<file path="config.mk">
export PLATFORM = sky130hd
export DESIGN_NAME = frame_buffer_ctrl
export DESIGN_NICKNAME = d
export VERILOG_FILES = /design/src/rtl/fb_pkg.sv /design/src/rtl/fb_addr_gen.sv /design/src/rtl/frame_buffer_ctrl.sv
export SDC_FILE = /design/constraint.sdc
export NUM_CORES = 1
export LEC_CHECK = 0
export ABC_AREA = 1
export CORE_MARGIN = 2
export CORE_UTILIZATION = 33
export CTS_CLUSTER_SIZE = 28
export DETAILED_ROUTE_END_ITERATION = 6
export PLACE_DENSITY = 0.76
export SYNTH_ARGS = -nofsm -noshare
export SYNTH_HDL_FRONTEND = slang
export SYNTH_SLANG_ARGS = --single-unit
</file>
<file path="constraint.sdc">
create_clock -name clk_100Mhz -period 1 [get_ports clk_100Mhz]
set_input_delay 0.1 -clock clk_100Mhz [delete_from_list [all_inputs] [get_ports clk_100Mhz]]
set_output_delay 0.1 -clock clk_100Mhz [all_outputs]
set_load 0.05 [all_outputs]
</file>
<file path="src/rtl/fb_pkg.sv">
// Shared definitions for the triple-buffered DDR frame store: buffer index type,
// controller state encodings and default buffer placement.
package fb_pkg;

    typedef logic [1:0] buf_idx_t;

    typedef enum logic {
        S_RUN  = 1'b0,
        S_PEND = 1'b1
    } fb_state_t;

    localparam logic [31:0] FB_BASE_DEFAULT   = 32'h0100_0000;
    localparam logic [31:0] FB_STRIDE_DEFAULT = 32'd153600;

    localparam buf_idx_t W_RST_IDX = 2'd0;
    localparam buf_idx_t L_RST_IDX = 2'd1;
    localparam buf_idx_t R_RST_IDX = 2'd2;

    // Shift-add form of base + idx*stride; only indices 0..2 occur.
    function automatic logic [31:0] idx_to_addr(input logic [31:0] base,
                                                input logic [31:0] stride,
                                                input buf_idx_t    idx);
        logic [31:0] off;
        off = (idx[1] ? (stride << 1) : 32'd0) + (idx[0] ? stride : 32'd0);
        return base + off;
    endfunction

endpackage

</file>
<file path="src/rtl/fb_addr_gen.sv">
// Registered buffer-index to byte-address conversion; one instance per
// frame-store port (writer and reader).
module fb_addr_gen
    import fb_pkg::*;
#(
    parameter logic [31:0] FB_BASE   = FB_BASE_DEFAULT,
    parameter logic [31:0] FB_STRIDE = FB_STRIDE_DEFAULT,
    parameter buf_idx_t    RST_IDX   = 2'd0
) (
    input  logic        clk,
    input  logic        rst,
    input  buf_idx_t    idx_i,
    output buf_idx_t    idx_o,
    output logic [31:0] addr_o
);

    buf_idx_t    idx_d, idx_q;
    logic [31:0] addr_d, addr_q;

    always_comb begin
        idx_d  = idx_i;
        addr_d = idx_to_addr(FB_BASE, FB_STRIDE, idx_i);
    end

    always_ff @(posedge clk or posedge rst) begin
        if (rst) begin
            idx_q  <= RST_IDX;
            addr_q <= idx_to_addr(FB_BASE, FB_STRIDE, RST_IDX);
        end else begin
            idx_q  <= idx_d;
            addr_q <= addr_d;
        end
    end

    assign idx_o  = idx_q;
    assign addr_o = addr_q;

endmodule

</file>
<file path="src/rtl/frame_buffer_ctrl.sv">
// Triple-buffer manager: rotates writer/latest/reader buffer roles on frame
// commits and reader vsyncs. Define FB_STATUS_CNT_EN to add frame/drop counters.
module frame_buffer_ctrl
    import fb_pkg::*;
#(
    parameter logic [31:0] FB_BASE   = FB_BASE_DEFAULT,
    parameter logic [31:0] FB_STRIDE = FB_STRIDE_DEFAULT,
    parameter int          CNT_W     = 16
) (
    input  logic        clk_100Mhz,
    input  logic        rst,
    input  logic        en,
    input  logic        wr_frame_done,
    input  logic        wr_idle,
    input  logic        rd_frame_start,
    output logic [31:0] wr_base_addr,
    output logic [31:0] rd_base_addr,
    output logic [1:0]  wr_buf_idx,
    output logic [1:0]  rd_buf_idx,
    output logic        rd_valid,
    output logic        fresh,
    output logic        swap_pending
`ifdef FB_STATUS_CNT_EN
    ,
    output logic [CNT_W-1:0] frame_cnt,
    output logic [CNT_W-1:0] drop_cnt
`endif
);

    buf_idx_t  w_d, w_q, l_d, l_q, r_d, r_q;
    logic      fresh_d, fresh_q;
    logic      rd_valid_d, rd_valid_q;
    logic      swap_pending_d, swap_pending_q;
    fb_state_t state_d, state_q;
    logic      commit, take;

    always_comb begin
        w_d        = w_q;
        l_d        = l_q;
        r_d        = r_q;
        fresh_d    = fresh_q;
        rd_valid_d = rd_valid_q;
        state_d    = state_q;
        commit     = 1'b0;
        take       = rd_frame_start & en;

        // A pending completion finishes on wr_idle whatever en is doing.
        case (state_q)
            S_RUN: begin
                if (wr_frame_done && en) begin
                    if (wr_idle) commit  = 1'b1;
                    else         state_d = S_PEND;
                end
            end
            S_PEND: begin
                if (wr_idle) begin
                    commit  = 1'b1;
                    state_d = S_RUN;
                end
            end
            default: state_d = S_RUN;
        endcase

        if (commit) begin
            w_d     = l_q;
            l_d     = w_q;
            fresh_d = 1'b1;
        end

        // The take sees the post-commit roles, so a same-cycle commit is consumed directly.
        if (take && fresh_d) begin
            r_d        = l_d;
            l_d        = r_q;
            fresh_d    = 1'b0;
            rd_valid_d = 1'b1;
        end

        swap_pending_d = (state_d == S_PEND);
    end

    always_ff @(posedge clk_100Mhz or posedge rst) begin
        if (rst) begin
            w_q            <= W_RST_IDX;
            l_q            <= L_RST_IDX;
            r_q            <= R_RST_IDX;
            fresh_q        <= 1'b0;
            rd_valid_q     <= 1'b0;
            swap_pending_q <= 1'b0;
            state_q        <= S_RUN;
        end else begin
            w_q            <= w_d;
            l_q            <= l_d;
            r_q            <= r_d;
            fresh_q        <= fresh_d;
            rd_valid_q     <= rd_valid_d;
            swap_pending_q <= swap_pending_d;
            state_q        <= state_d;
        end
    end

    assign fresh        = fresh_q;
    assign rd_valid     = rd_valid_q;
    assign swap_pending = swap_pending_q;

    fb_addr_gen #(
        .FB_BASE   (FB_BASE),
        .FB_STRIDE (FB_STRIDE),
        .RST_IDX   (W_RST_IDX)
    ) u_wr_addr (
        .clk    (clk_100Mhz),
        .rst    (rst),
        .idx_i  (w_q),
        .idx_o  (wr_buf_idx),
        .addr_o (wr_base_addr)
    );

    fb_addr_gen #(
        .FB_BASE   (FB_BASE),
        .FB_STRIDE (FB_STRIDE),
        .RST_IDX   (R_RST_IDX)
    ) u_rd_addr (
        .clk    (clk_100Mhz),
        .rst    (rst),
        .idx_i  (r_q),
        .idx_o  (rd_buf_idx),
        .addr_o (rd_base_addr)
    );

`ifdef FB_STATUS_CNT_EN
    logic             drop;
    logic [CNT_W-1:0] frame_cnt_d, frame_cnt_q;
    logic [CNT_W-1:0] drop_cnt_d, drop_cnt_q;

    function automatic logic [CNT_W-1:0] sat_inc(input logic [CNT_W-1:0] v);
        return (&v) ? v : v + CNT_W'(1);
    endfunction

    always_comb begin
        drop        = commit & fresh_q & ~take;
        frame_cnt_d = commit ? sat_inc(frame_cnt_q) : frame_cnt_q;
        drop_cnt_d  = drop ? sat_inc(drop_cnt_q) : drop_cnt_q;
    end

    always_ff @(posedge clk_100Mhz or posedge rst) begin
        if (rst) begin
            frame_cnt_q <= '0;
            drop_cnt_q  <= '0;
        end else begin
            frame_cnt_q <= frame_cnt_d;
            drop_cnt_q  <= drop_cnt_d;
        end
    end

    assign frame_cnt = frame_cnt_q;
    assign drop_cnt  = drop_cnt_q;
`endif

endmodule

</file>
==> results of run 1 <==
==> sequential cells by signal, summed over array words and instances, names as in the netlist <==
signal / cells
fresh: 1
u_rd_addr.addr_o: 6
u_wr_addr.addr_o: 6
l_q: 2
state_q: 1
rd_valid: 1
r_q: 2
w_q: 2
==> timing repair <==
item,in CTS,in global routing
gates cloned,0,1
endpoints found under the hold margin,0,0
pin swaps,0,6
endpoints found under the setup margin,8,20
resized for setup,1,11
==> logic make-up (layout without fill, tap and decap cells) <==
kind of cell             Yosys count  in the layout
AND/OR/NAND/NOR                   27             28
flip-flops                        21             21
buffers and inverters             67             46
adder cells (fa/ha/maj)            6              6
AO/OA/AOI/OAI                      5              5
other                              2             48
==> per-layer routing <==
metal  track usage  routed length (um)
met5             0                   0
met1         0.102                 661
met2         0.156                1020
met4        0.0313                   6
met3        0.0257                 187
==> worst paths after layout <==
check,startpoint,endpoint,slack (ns),cells after the start
worst min-delay path,rst,u_rd_addr.addr_o[17]$_DFF_PP0_,0.17,3
worst max register to register,state_q$_DFF_PP0_,l_q[0]$_DFF_PP1_,-0.03,7
max in group asynchronous,rst,r_q[1]$_DFFE_PP1P_,0.62,3
worst min register to register,r_q[1]$_DFFE_PP1P_,u_rd_addr.addr_o[18]$_DFF_PP1_,0.43,0
min in group clk_100Mhz,wr_idle,state_q$_DFF_PP0_,0.27,2
worst max-delay path,u_rd_addr.addr_o[18]$_DFF_PP1_,rd_buf_idx[1],-0.09,1
==> synth_stat cells <==
master and number:
buf_4 56, dfrtp_1 16, nand2_1 16, inv_1 11, ha_1 6, dfstp_2 5
a21oi_1 4, nand2_4 4, nand3_1 4, conb_1 2, nor2_1 2, a21oi_4 1
nand2_2 1
==> where the power goes <==
group | internal (mW) | switching (mW)
logic | 1.19 | 1.70
registers | 1.16 | 0.338
clock network | 0.283 | 0.250
total | 2.63 | 2.29
==> worst register-to-register path: cells and delay by family (launching register included) <==
family                 cells  cell delay [ns]
flip-flops                 1             0.42
AND/OR/NAND/NOR            6             0.48
buffers and inverters      1             0.08
==> final cells by class <==
class | count | share of cell area
timing repair buffer | 31 | 0.321
sequential | 21 | 0.314
multi-input combinational | 87 | 0.280
tap | 48 | 0.0350
clock buffer | 4 | 0.0262
inverter | 11 | 0.0240
==> impl_metrics.csv, run 1 <==
group,metric,value,unit
sta,hold_viol_final,0,
sta,whs,0.170,ns
yosys,ys_seq_elements,21,
placement,gp_congestion,0.758,
global_route,antenna_found_initial,0,
finish,nets,167,
clock_tree,ctsLongestPathBuffers,2,
yosys,yosysWarnings,0,
global_route,grt_pass1_vias,643,
global_route,grt_pass1_wl,2940,um
clock_tree,holdBufCountCts,0,
flow_run,drv_cap,0,
finish,fill_cells,353,
global_route,track_usage,0.0886,
power_and_ir_drop,p_leak,0.884,nW
floorplan,die_w,65.6,um
floorplan,core-area,3660,sq um
yosys,synth.top_cell.area_share,0.336,
worst_setup_path,worstPathArrival,0.99,ns
floorplan,num_rows,22,
detailed_routing,drc_errors,0,
clock_tree,cts_tree,"built",
yosys,synth-seq-area-share,0.425,
finish,final_cell_mix,"48 x conb_1, 24 x buf_12, 10 x inv_1, 10 x dfrtp_1, 9 x nand2_1",
yosys,synthAdderAreaFrac,0.0600,
sta,fin_crit,1.09,ns
finish,finalNonFillerCells,202,
yosys,yosys-mux-area-fraction,0,
hold_path,hold_path.class,"input port to async pin",
worst_setup_path,crit_chain,"buf_12",
yosys,synth.largest_area_cell,"buf_4",
detailed_routing,drtIter0Drc,2,
finish,final_common_cell,"conb_1",
sta,slew_violations,0,
detailed_routing,dr.pass1.iters,4,
finish,drive_above_1_share,0.364,
worst_setup_path,worstPathMaxFanout,2,
yosys,synth_top_family_by_area,"buffers and inverters",
detailed_routing,viasPerCell,3.54,
finish,num_antenna_cells,0,
global_route,grt_overflow,0,
worst_setup_path,slowest_stage,"dfstp_2",
outcome,violations,"setup timing",
floorplan,start_util,0.342,
worst_setup_path,start_kind,"flop",
detailed_routing,postRouteAntennaNets,0,
yosys,synth_area,1250,sq um
clock_tree,numClockSinks,21,
sta,min_period_over_period,1.09,
clock_tree,clock_latency,0.25,ns
finish,post-route-util,0.469,
placement,pre_cts_ws,-0.246,ns
detailed_routing,wirelength,1880,um
yosys,synth-xor-area-share,0,
placement,post_dp_cell_area,1620,sq um
clock_tree,cts.htree.levels,1,
worst_setup_path,crit_type,"flop to output pin",
finish,syn2layout_area_growth,37.3,%
clock_tree,clkSlewWorstSetupHoldPaths,0.07,ns
yosys,synthCells,128,
sta,fin_skew,0.00139,ns
yosys,yosys.area_share.simple,0.111,
outcome,status,"finished with violations",
placement,place_hpwl,1490,um
yosys,ys_top_cells_by_area,"buf_4 34%, dfrtp_1 32%, dfstp_2 11%, ha_1 6.0%, nand2_1 4.8%",
sta,rsz0062_at_grt,"true",
yosys,synth_cell_types,13,
finish,final-seq-area,539,sq um
sta,tns,-0.497,ns
power_and_ir_drop,power_density,2860,nW/um^2
yosys,synth_compound_area_frac,0.0290,
detailed_routing,wl_per_cell,9.28,um
worst_setup_path,end_kind,"output pin",
worst_setup_path,cp.buffers_inverters,1,
sta,setup_slack,-0.0855,ns
worst_setup_path,worst_path_largest_cell_delay,0.59,ns
worst_setup_path,worstPathRequired,0.90,ns
floorplan,io_pins,77,
global_route,grt_max_degree,22,
yosys,postSynthAreaPerCell,9.78,sq um
detailed_routing,vias,716,
finish,final_area,1720,sq um
power_and_ir_drop,p_total,4.92,mW
worst_setup_path,critPathTopFamily,"flip-flops",
sta,finalSetupViolCount,11,
clock_tree,cts_buffers,3,
floorplan,dieArea,4300,sq um
finish,multiInputGateArea,480,sq um
power_and_ir_drop,vdd_drop_max,0.000721,V
clock_tree,post_cts_buffers,0,
clock_tree,cts_root_buf,"clkbuf_8",
floorplan,die_y,65.6,um
placement,portBuffers,28,
placement,dp_cells,197,
sta,fmax,0.921,GHz
Note: power is estimated with default switching activity, not from simulation.
==> run 2: changes to the inputs <==
Settings changed: HOLD_SLACK_MARGIN from default to 0.12, SLEW_MARGIN from default to 20.
==> results of run 2 <==
The final DEF is identical to that of run 1; final timing and power are the same.
==> edit (config.mk and constraints of run 1) <==
Add a define of `FB_STATUS_CNT_EN`.
--- a/src/rtl/frame_buffer_ctrl.sv
+++ b/src/rtl/frame_buffer_ctrl.sv
@@ -1,5 +1,7 @@
 // Triple-buffer manager: rotates writer/latest/reader buffer roles on frame
 // commits and reader vsyncs. Define FB_STATUS_CNT_EN to add frame/drop counters.
+`define FB_STATUS_CNT_EN
+
 module frame_buffer_ctrl
     import fb_pkg::*;
 #(
Behaviour (old outputs only; new: drop_cnt and frame_cnt): unchanged (Yosys induction, for registers that start in step).
==> edit against run 1 <==
The flow still finishes with violations (negative setup slack). Critical endpoint is now frame_cnt[1]. Die area increased by 140%. Highest routed layer unchanged. Setup slack got worse by 0.35 ns. Register-to-register slack got worse by 0.41 ns. Core utilization increased by 19 points. Sequential power increased by 120%. Maximum frequency decreased by 24%. Area after synthesis increased to 2.5 times the old value. Final area increased to 3.6 times the old value. Global-route usage increased by 10 points. Sequential cell count increased by 32. Critical path type is now reg2reg. Routed wire length increased to 5.7 times the old value. Hold slack improved by 0.0056 ns. Power increased by 140%. Critical path depth increased by 7.
==> edit: results (changes against run 1) <==
[setup_path]
r2r_end=frame_cnt[1]  ; was l_q[0]
critPathMaxStageDelay_ns=0.45  ; was 0.59 ns
crit_family=simple AND/OR/NAND/NOR gates  ; was flip-flops
cp_max_fo=5  ; was 2

[clock_tree]
clkSlewWorstSetupHoldPaths_ns=0.12  ; was 0.07 ns
clk_latency_ns=0.33  ; was 0.25 ns

[status]
status=finished with violations  ; unchanged
violations=negative setup slack  ; unchanged

[placement]
port_buffers=60  ; was 28
hpwlAfterDp_um=6080  ; was 1490 µm
dpl-instance-area_um2=4990  ; was 1620 µm²

[synthesis]
synth.area.top_cells=dfrtp_1, nand2_1, buf_4, dfstp_2, nand3_1  ; was buf_4, dfrtp_1, dfstp_2, ha_1, nand2_1
syn_inst=404  ; was 128
synth_fa_ha_area_frac=0.0316  ; was 0.0600
synth_compound_area_frac=0.0414  ; was 0.0290
synthXorXnorAreaFrac=0.0442  ; was 0

[power_and_ir_drop]
pg_seq_w=0.00328  ; was 0.00150 W
ir_drop_v=0.00182  ; was 0.000721 V

[global_routing]
grt_pass1_wl_um=15600  ; was 2940 µm
grt_pass1_vias=3368  ; was 643

[layout]
multi_input_area_share=0.320  ; was 0.280
sh_seq_area=0.224  ; was 0.314
clock_cell_area_share=0.0160  ; was 0.0262
stdcell_area_um2=6110  ; was 1720 µm²
nClkBuffers=5  ; was 4
final-nonclk-buf-share=0.384  ; was 0.321
nFlopsAndLatches=53  ; was 21
final_nets=593  ; was 167
nNonClkBuffers=179  ; was 31

[drt]
drt-initial-drc-count=135  ; was 2
wl_um=10700  ; was 1880 µm

[sta]
setup_viol=92  ; was 11
finalClockSkew_ns=0.0104  ; was 0.00139 ns
setup_slack_ns=-0.436  ; was -0.0855 ns
tns_ns=-20.91  ; was -0.497 ns

[die]
num_rows=35  ; was 22

==> edit: how the worst min path moves through the flow <==
| stage | cells after the start | slack [ns] | start | endpoint |
|---|---|---|---|---|
| 3_5_place_dp | 0 | 0.39 | r_q[1] | u_rd_addr.addr_o[18] |
| 3_3_place_gp | 0 | 0.38 | r_q[1] | u_rd_addr.addr_o[18] |
| 5_1_grt | 3 | 0.19 | rst | u_wr_addr.addr_o[18] |
| 4_1_cts | 3 | 0.19 | rst | u_wr_addr.addr_o[12] |
| 2_1_floorplan | 1 | 0.16 | rst | drop_cnt[12] |
| 6_report | 3 | 0.18 | rst | frame_cnt[13] |
==> edit: repair_timing <==
item / 4_1_cts / 5_1_grt
pin swaps: 27 / 20
setup endpoints to repair: 92 / 94
gates cloned: 7 / 0
buffers inserted: 23 / 19
gates resized for setup: 110 / 79
==> edit: layer usage <==
layer	vias up	part of all wire	GRT usage
met5	-	0	0
met1	1590	0.37	0.212
met3	39	0.045	0.0280
li1	1499	-	-
met4	0	0.035	0.0749
met2	139	0.55	0.364
